`config.mk`:
```
export PLATFORM = sky130hd
export DESIGN_NAME = vga_timing_gen
export DESIGN_NICKNAME = d
export VERILOG_FILES = /design/src/rtl/vga_timing_pkg.sv /design/src/rtl/vga_axis_counter.sv /design/src/rtl/vga_timing_gen.sv
export SDC_FILE = /design/constraint.sdc
export NUM_CORES = 1
export LEC_CHECK = 0
export CAP_MARGIN = 20
export CORE_UTILIZATION = 30
export CTS_CLUSTER_DIAMETER = 30
export CTS_CLUSTER_SIZE = 20
export DETAILED_ROUTE_END_ITERATION = 8
export HOLD_SLACK_MARGIN = 0.08
export PLACE_DENSITY = 0.46
export SLEW_MARGIN = 20
export SYNTH_ARGS = -nofsm -noshare
export SYNTH_HDL_FRONTEND = slang
export SYNTH_HIERARCHICAL = 1
export SYNTH_SLANG_ARGS = --single-unit
```
`constraint.sdc`:
```
create_clock -name clk -period 3 [get_ports clk]
set_input_delay 0.6 -clock clk [delete_from_list [all_inputs] [get_ports clk]]
set_output_delay 0.6 -clock clk [all_outputs]
set_load 0.01 [all_outputs]
```
`src/rtl/vga_timing_pkg.sv`:
```
// Shared constants for the VGA raster timing generator.
// Holds the 640x480@60 default geometry, the default counter width and the
// derived line/frame totals. There are no ports; modules import these values.
package vga_timing_pkg;

  localparam int DEF_H_ACTIVE = 640;
  localparam int DEF_H_FP     = 16;
  localparam int DEF_H_SYNC   = 96;
  localparam int DEF_H_BP     = 48;

  localparam int DEF_V_ACTIVE = 480;
  localparam int DEF_V_FP     = 10;
  localparam int DEF_V_SYNC   = 2;
  localparam int DEF_V_BP     = 33;

  localparam int DEF_CNT_W    = 13;

  localparam int DEF_H_TOTAL  = DEF_H_ACTIVE + DEF_H_FP + DEF_H_SYNC + DEF_H_BP;
  localparam int DEF_V_TOTAL  = DEF_V_ACTIVE + DEF_V_FP + DEF_V_SYNC + DEF_V_BP;

endpackage

```
`src/rtl/vga_axis_counter.sv`:
```
// One raster axis (horizontal or vertical): a wrapping position counter plus
// combinational decode of the sync pulse and the visible region.
// Ports:
//   clk, rst    - clock, synchronous active-high reset
//   inc         - advance the counter by one position this clk
//   count       - current position, 0..TOTAL-1
//   wrap        - 1 when this clk's advance takes count from TOTAL-1 back to 0
//   sync_n      - sync at pin level: POL inside the sync window, ~POL outside
//   in_active   - 1 while count is inside the visible region
module vga_axis_counter #(
  parameter int ACTIVE = 640,
  parameter int FP     = 16,
  parameter int SYNC   = 96,
  parameter int BP     = 48,
  parameter bit POL    = 1'b0,
  parameter int CNT_W  = 13
) (
  input  logic             clk,
  input  logic             rst,
  input  logic             inc,
  output logic [CNT_W-1:0] count,
  output logic             wrap,
  output logic             sync_n,
  output logic             in_active
);

  localparam int TOTAL = ACTIVE + FP + SYNC + BP;

  localparam logic [CNT_W-1:0] LAST       = CNT_W'(TOTAL - 1);
  localparam logic [CNT_W-1:0] ACT_END    = CNT_W'(ACTIVE);
  localparam logic [CNT_W-1:0] SYNC_START = CNT_W'(ACTIVE + FP);
  localparam logic [CNT_W-1:0] SYNC_END   = CNT_W'(ACTIVE + FP + SYNC);

  always_ff @(posedge clk) begin
    if (rst) begin
      count <= '0;
    end else if (inc) begin
      count <= (count == LAST) ? '0 : count + CNT_W'(1);
    end
  end

  assign wrap      = inc && (count == LAST);
  assign in_active = (count < ACT_END);
  assign sync_n    = ((count >= SYNC_START) && (count < SYNC_END)) ? POL : ~POL;

endmodule

```
`src/rtl/vga_timing_gen.sv`:
```
// Parametrised VGA raster timing generator.
// Two axis counters (hc/vc) run in lock-step; one registered output stage,
// loaded only on pix_ce clks, presents coordinates, syncs and strobes aligned.
// Ports:
//   clk, rst     - clock, synchronous active-high reset
//   pix_ce       - pixel enable; all state advances only when high
//   hcount       - pixel index within line
//   vcount       - line index within frame
//   hsync, vsync - sync outputs at pin level (asserted level per HS_POL/VS_POL)
//   active       - visible-region flag
//   line_start   - 1-clk pulse when the output stage loads hcount=0
//   frame_start  - 1-clk pulse when the output stage loads (0,0)
module vga_timing_gen
  import vga_timing_pkg::*;
#(
  parameter int H_ACTIVE = DEF_H_ACTIVE,
  parameter int H_FP     = DEF_H_FP,
  parameter int H_SYNC   = DEF_H_SYNC,
  parameter int H_BP     = DEF_H_BP,
  parameter int V_ACTIVE = DEF_V_ACTIVE,
  parameter int V_FP     = DEF_V_FP,
  parameter int V_SYNC   = DEF_V_SYNC,
  parameter int V_BP     = DEF_V_BP,
  parameter bit HS_POL   = 1'b0,
  parameter bit VS_POL   = 1'b0,
  parameter int CNT_W    = DEF_CNT_W
) (
  input  logic             clk,
  input  logic             rst,
  input  logic             pix_ce,
  output logic [CNT_W-1:0] hcount,
  output logic [CNT_W-1:0] vcount,
  output logic             hsync,
  output logic             vsync,
  output logic             active,
  output logic             line_start,
  output logic             frame_start
);

  localparam int H_TOTAL = H_ACTIVE + H_FP + H_SYNC + H_BP;
  localparam int V_TOTAL = V_ACTIVE + V_FP + V_SYNC + V_BP;

  if (H_ACTIVE < 1 || H_FP < 1 || H_SYNC < 1 || H_BP < 1 ||
      V_ACTIVE < 1 || V_FP < 1 || V_SYNC < 1 || V_BP < 1 || CNT_W < 1) begin : g_bad_width
    $error("vga_timing_gen: every timing width and CNT_W must be >= 1");
  end
  if ((64'd1 << CNT_W) < 64'(H_TOTAL) || (64'd1 << CNT_W) < 64'(V_TOTAL)) begin : g_bad_cnt_w
    $error("vga_timing_gen: CNT_W too narrow for H_TOTAL/V_TOTAL");
  end

  logic [CNT_W-1:0] hc, vc;
  logic             h_wrap, v_wrap;
  logic             h_sync_lvl, v_sync_lvl;
  logic             h_act, v_act;
  logic             at_origin;

  vga_axis_counter #(
    .ACTIVE(H_ACTIVE), .FP(H_FP), .SYNC(H_SYNC), .BP(H_BP),
    .POL(HS_POL), .CNT_W(CNT_W)
  ) u_h (
    .clk(clk), .rst(rst), .inc(pix_ce),
    .count(hc), .wrap(h_wrap), .sync_n(h_sync_lvl), .in_active(h_act)
  );

  vga_axis_counter #(
    .ACTIVE(V_ACTIVE), .FP(V_FP), .SYNC(V_SYNC), .BP(V_BP),
    .POL(VS_POL), .CNT_W(CNT_W)
  ) u_v (
    .clk(clk), .rst(rst), .inc(pix_ce & h_wrap),
    .count(vc), .wrap(v_wrap), .sync_n(v_sync_lvl), .in_active(v_act)
  );

  // Tracks "hc/vc currently sit at (0,0)": set by reset or by a frame wrap,
  // cleared by any other advance. Saves a full-width compare on both axes.
  always_ff @(posedge clk) begin
    if (rst) begin
      at_origin <= 1'b1;
    end else if (pix_ce) begin
      at_origin <= v_wrap;
    end
  end

  always_ff @(posedge clk) begin
    if (rst) begin
      hcount      <= '0;
      vcount      <= '0;
      hsync       <= ~HS_POL;
      vsync       <= ~VS_POL;
      active      <= 1'b0;
      line_start  <= 1'b0;
      frame_start <= 1'b0;
    end else begin
      // Strobes are single-clk: cleared on every clk, including pix_ce=0 ones.
      line_start  <= 1'b0;
      frame_start <= 1'b0;
      if (pix_ce) begin
        hcount      <= hc;
        vcount      <= vc;
        hsync       <= h_sync_lvl;
        vsync       <= v_sync_lvl;
        active      <= h_act & v_act;
        line_start  <= (hc == '0);
        frame_start <= at_origin;
      end
    end
  end

endmodule

```
Word level (Yosys, flattened, before mapping)
Cells that the tools add are included.
W data, S select, Z words.

operators by class
  add/sub/neg operators = 2
  $lt $le $gt $ge = 6
  eq/ne operators = 2
  mux-type cells = 4
  bitwise logic cells = 3
  reduce and logical (&&, ||, !) cells = 6

operators with widths
  cell                     count
  $add A13 B1 Y13 const B  2
  $eq A13 B10 Y1 const B   2
  $lt A13 B10 Y1 const B   2
  $lt A13 B9 Y1 const B    2
  $mux W13                 2
  $ge A13 B10 Y1 const B   1
  $ge A13 B9 Y1 const B    1
  $logic_not A13 Y1        1
  $logic_and A1 B1 Y1      4
  $and A1 B1 Y1            2
  $mux W1                  2
  $reduce_or A2 Y1         1
  $not A1 Y1               1

word-level totals
  bits in registers = 58
  bits of input ports = 3
  output and inout port bits = 31
  logic and storage cells = 33

Depth between registers and ports, before layout
  depth in word-level cells = 4
  depth in mapped cells = 11
  depth with buffers taken out = 8

Hierarchy
The synthesis kept the hierarchy.

modules (own cells, without submodules)
  module                   times used  cells an instance  area each (um^2)  sequential area each (um^2)
  vga_timing_gen           1           107                1,181.1           640.6
  vga_axis_counter at u_h  1           76                 740.7             260.2
  vga_axis_counter at u_v  1           77                 671.9             260.2

Least setup slack after synthesis
OpenSTA, ideal clock, no wires.

  path type = input to register
  start point = input port pix_ce
  end point = register u_v.count[0]
  setup time = 115 ps
  arrival = 2,229 ps
  data required time = 2,885 ps
  setup slack = 657 ps
  stages = 11
  path buffers = 4
  cells stage by stage = buf_6 > and4_4 > buf_6 > and4_1 > and2_1 > clkbuf_2 > nand3_1 > nor4_4 > or2_4 > buf_6 > nor2_1

on the way
  longest elaborated chain between the ends = 2

RTL lines
  element               line                    text
  from (decl)           vga_timing_gen.sv:30    input logic pix_ce,
  $logic_and A1 B1 Y1   vga_axis_counter.sv:42  assign wrap = inc && (count == LAST);
  named net h_wrap      vga_timing_gen.sv:52    logic h_wrap, v_wrap;
  $and A1 B1 Y1         vga_timing_gen.sv:69    .clk(clk), .rst(rst), .inc(pix_ce & h_wrap),
  to (signal assigned)  vga_axis_counter.sv:38  count <= (count == LAST) ? '0 : count + CNT_W'(1);
  to (decl)             vga_axis_counter.sv:21  output logic [CNT_W-1:0] count,

The timed path passes the listed nets, and every way through them passes these cells.
A chain may end at the register's enable or synchronous reset.

Worst setup path after layout
  start point = register u_h.count[8]
  end point = register u_v.count[4]

on the way
  longest elaborated chain between the ends = 3

RTL lines
  element                 line
  from (decl)             vga_axis_counter.sv:21
  from (signal assigned)  vga_axis_counter.sv:38
  $eq A13 B10 Y1          vga_axis_counter.sv:42
  $logic_and A1 B1 Y1     vga_axis_counter.sv:42
  named net h_wrap        vga_timing_gen.sv:52
  $and A1 B1 Y1           vga_timing_gen.sv:69

The timed path passes the listed nets, and every way through them passes these cells.

==> run metrics <==
Area after DPL=0.00294 sq mm; antenna violations before repair=0; Setup-failing EPs final=0; Hold Crit Endpoint=vcount[6]; R2R cell count=7; Post-Route WL=5230 microns; Site Rows=33; GRT Util Overall=0.126; max cap viols=0; Slew Viols, Final=0; largest net degree at the start of global routing=43; RSZ-0062 raised after global routing=no; setup_tns=0 ns; hold crit path type=register to register; status=completed; Final Non-Filler Cells=403; CP Capture Type=register; Synth cell types=42; post-route cell area=0.00314 sq mm; maximum vdd ir drop=268 uV; hold buffers post-CTS=0; Fin Hold WS=0.488 ns; Clock Latency Late Sink=0.33 ns; Gate Count Post-Synth=260; DPL Wire Length=3660 microns; GRT overflow=0; Worst Tran Pin Value=0.621 ns; # Post-CTS Setup Buffers=0; maximum root-to-sink buffer count=2; R2R Setup Slk=0.65 ns; final clock skew=0.0106 ns; PortBufs=33; CTS Sinks=58; Ys Warns=6; # IOs=34; Period minus WS final=2.35 ns; synthesized area=0.00259 sq mm; CP Launch Type=register; RR Startpoint=u_h/count[8]; DR vias/cell=4.65; most frequent cells in the layout=58 x dfxtp_1, 47 x nor2_1, 32 x clkdlybuf4s50_1, 28 x mux2i_1, 14 x xnor2_1; GP Congestion=0.753; Slew HR=0.586; pwr dens=505 mW/mm^2; highest clock rate=425 MHz; Critical Path AT=2.57 ns; RR Endpoint=u_v/count[4]; commonest non-fill, non-tap cell in the layout=dfxtp_1; antenna viol nets, final=0; WHS Path Cells=2; die height=95.0 microns; Syn Area/Cell=9.98 sq um; Final Hold Vio Count=0; Area Overhead vs Synth=20.9%; static leakage=0.00115 uW; Post-Syn Nets=266; crit path kind=register to register; core area=0.00830 sq mm; Initial Util=0.313; routed length per placed instance=13.0 microns; sequential share of the synthesized area=0.448; Iter 0 DRT Violations=63; Critical Path Fanout Max=13; fin nets=299; placed insts=387; fin crit share=0.784; number of global-route vias before repair=1789; Horiz. Die Dim=95.0 microns; HP Start=vcount[6]; WP data required=3.22 ns; vias=1873; layout cells sized above 1=0.128; DRC errors left=0; Die Area=0.00902 sq mm; Synth Register Bits=58; clk root buf=clkbuf_8; first-pass GRT wire length=8540 microns; CTS tree=built; Layout fillers=831; post-route core utilization=0.378; total CTS buffers=9; router iterations before antenna repair=4; CTS clk-pin slew, worst paths=0.07 ns; antenna diode count=0; maximum level of the CTS H-tree=3; cts repair resizes=0
[how the worst max path moves through the flow]
| stage | end | slack, ns | from | depth (start not counted) |
|---|---|---|---|---|
| finish | u_v/count[4] | 0.65 | u_h/count[8] | 7 |
| detailed placement | u_v/count[0] | 0.53 | pix_ce | 8 |
| global route | u_v/count[2] | 0.50 | u_h/count[8] | 7 |
| CTS | u_v/count[6] | 0.64 | u_h/count[8] | 7 |
| global placement | u_v/count[3] | 0.57 | pix_ce | 8 |
| floorplan | u_v/count[0] | 0.66 | pix_ce | 11 |
[metrics by stage]
| stage | worst slack [ns] | power [uW] |
|---|---|---|
| detailed placement | 0.530 | 881 |
| floorplan | 0.657 | 864 |
| CTS | 0.642 | 1620 |
| finish | 0.649 | 1580 |
| global placement | 0.566 | 881 |
| global route | 0.498 | 1650 |
[final cells by class]
class	count	area, sq um	share of cell area
clock buffer	14	163	0.0519
multi-input combinational	183	1270	0.407
clock inverter	2	35.0	0.0112
sequential	58	1160	0.370
tap	105	131	0.0419
timing repair buffer	37	355	0.113
inverter	4	15.0	0.00479
[cell usage after synthesis (all sizes together)]
master | instances | area share
nand4 | 10 | 0.027
xor2 | 10 | 0.034
mux2i | 28 | 0.11
nand2 | 9 | 0.013
dfxtp | 58 | 0.45
nor2 | 58 | 0.096
nand4b | 1 | 0.0034
and3 | 3 | 0.0072
or3 | 2 | 0.0068
a21oi | 1 | 0.0019
xnor2 | 14 | 0.047
nor3 | 6 | 0.012
and4 | 4 | 0.014
nor4 | 7 | 0.025
and3b | 1 | 0.0034
nor2b | 3 | 0.0072
a211oi | 1 | 0.0029
nand4bb | 1 | 0.0043
and2 | 3 | 0.0072
ha | 3 | 0.014
or2 | 1 | 0.0034
clkbuf | 5 | 0.0077
inv | 4 | 0.0058
a211o | 3 | 0.010
nor4b | 3 | 0.015
nand2b | 1 | 0.0024
o21ai | 2 | 0.0039
nand3 | 7 | 0.014
a41o | 1 | 0.0082
buf | 10 | 0.047
[critical path: stages (launching register included)]
cell and delay [ns]:
dfxtp_1 0.49, nor4b_2 0.32, and4_1 0.22, and2_1 0.30, nand3_1 0.27, nor4_4 0.32, or2_4 0.25, nor2_1 0.07
[kinds of logic (layout without fill, tap and decap cells)]
kind of cell	after synthesis	in the layout	synth area share
AOI/OAI and AO/OA	8	8	0.0270
xor gates and xnor gates	24	24	0.0810
adders and majority gates	3	3	0.0145
buffers and inverters	19	57	0.0608
DFF	58	58	0.448
muxes	28	28	0.108
and+or+nand+nor	120	120	0.261
[state kept, by name, summed over array words and instances (netlist names)]
signal	count
active	1
at_origin	1
frame_start	1
hcount	13
hsync	1
line_start	1
u_h/count	13
u_v/count	13
vcount	13
vsync	1
[routing by layer]
metal,global-route usage,vias to the layer above,wire length [microns]
li1,-,964,-
met1,0.148,867,2390
met2,0.206,31,2560
met3,0.0475,11,180
met4,0.0530,0,100
met5,0,-,0
[power breakdown]
group | total, uW | switching (uW) | internal (uW)
combinational | 74.6 | 40.9 | 33.7
sequential | 788 | 8.21 | 779
clock | 720 | 291 | 429
Note: power is estimated with default switching activity, not from simulation.
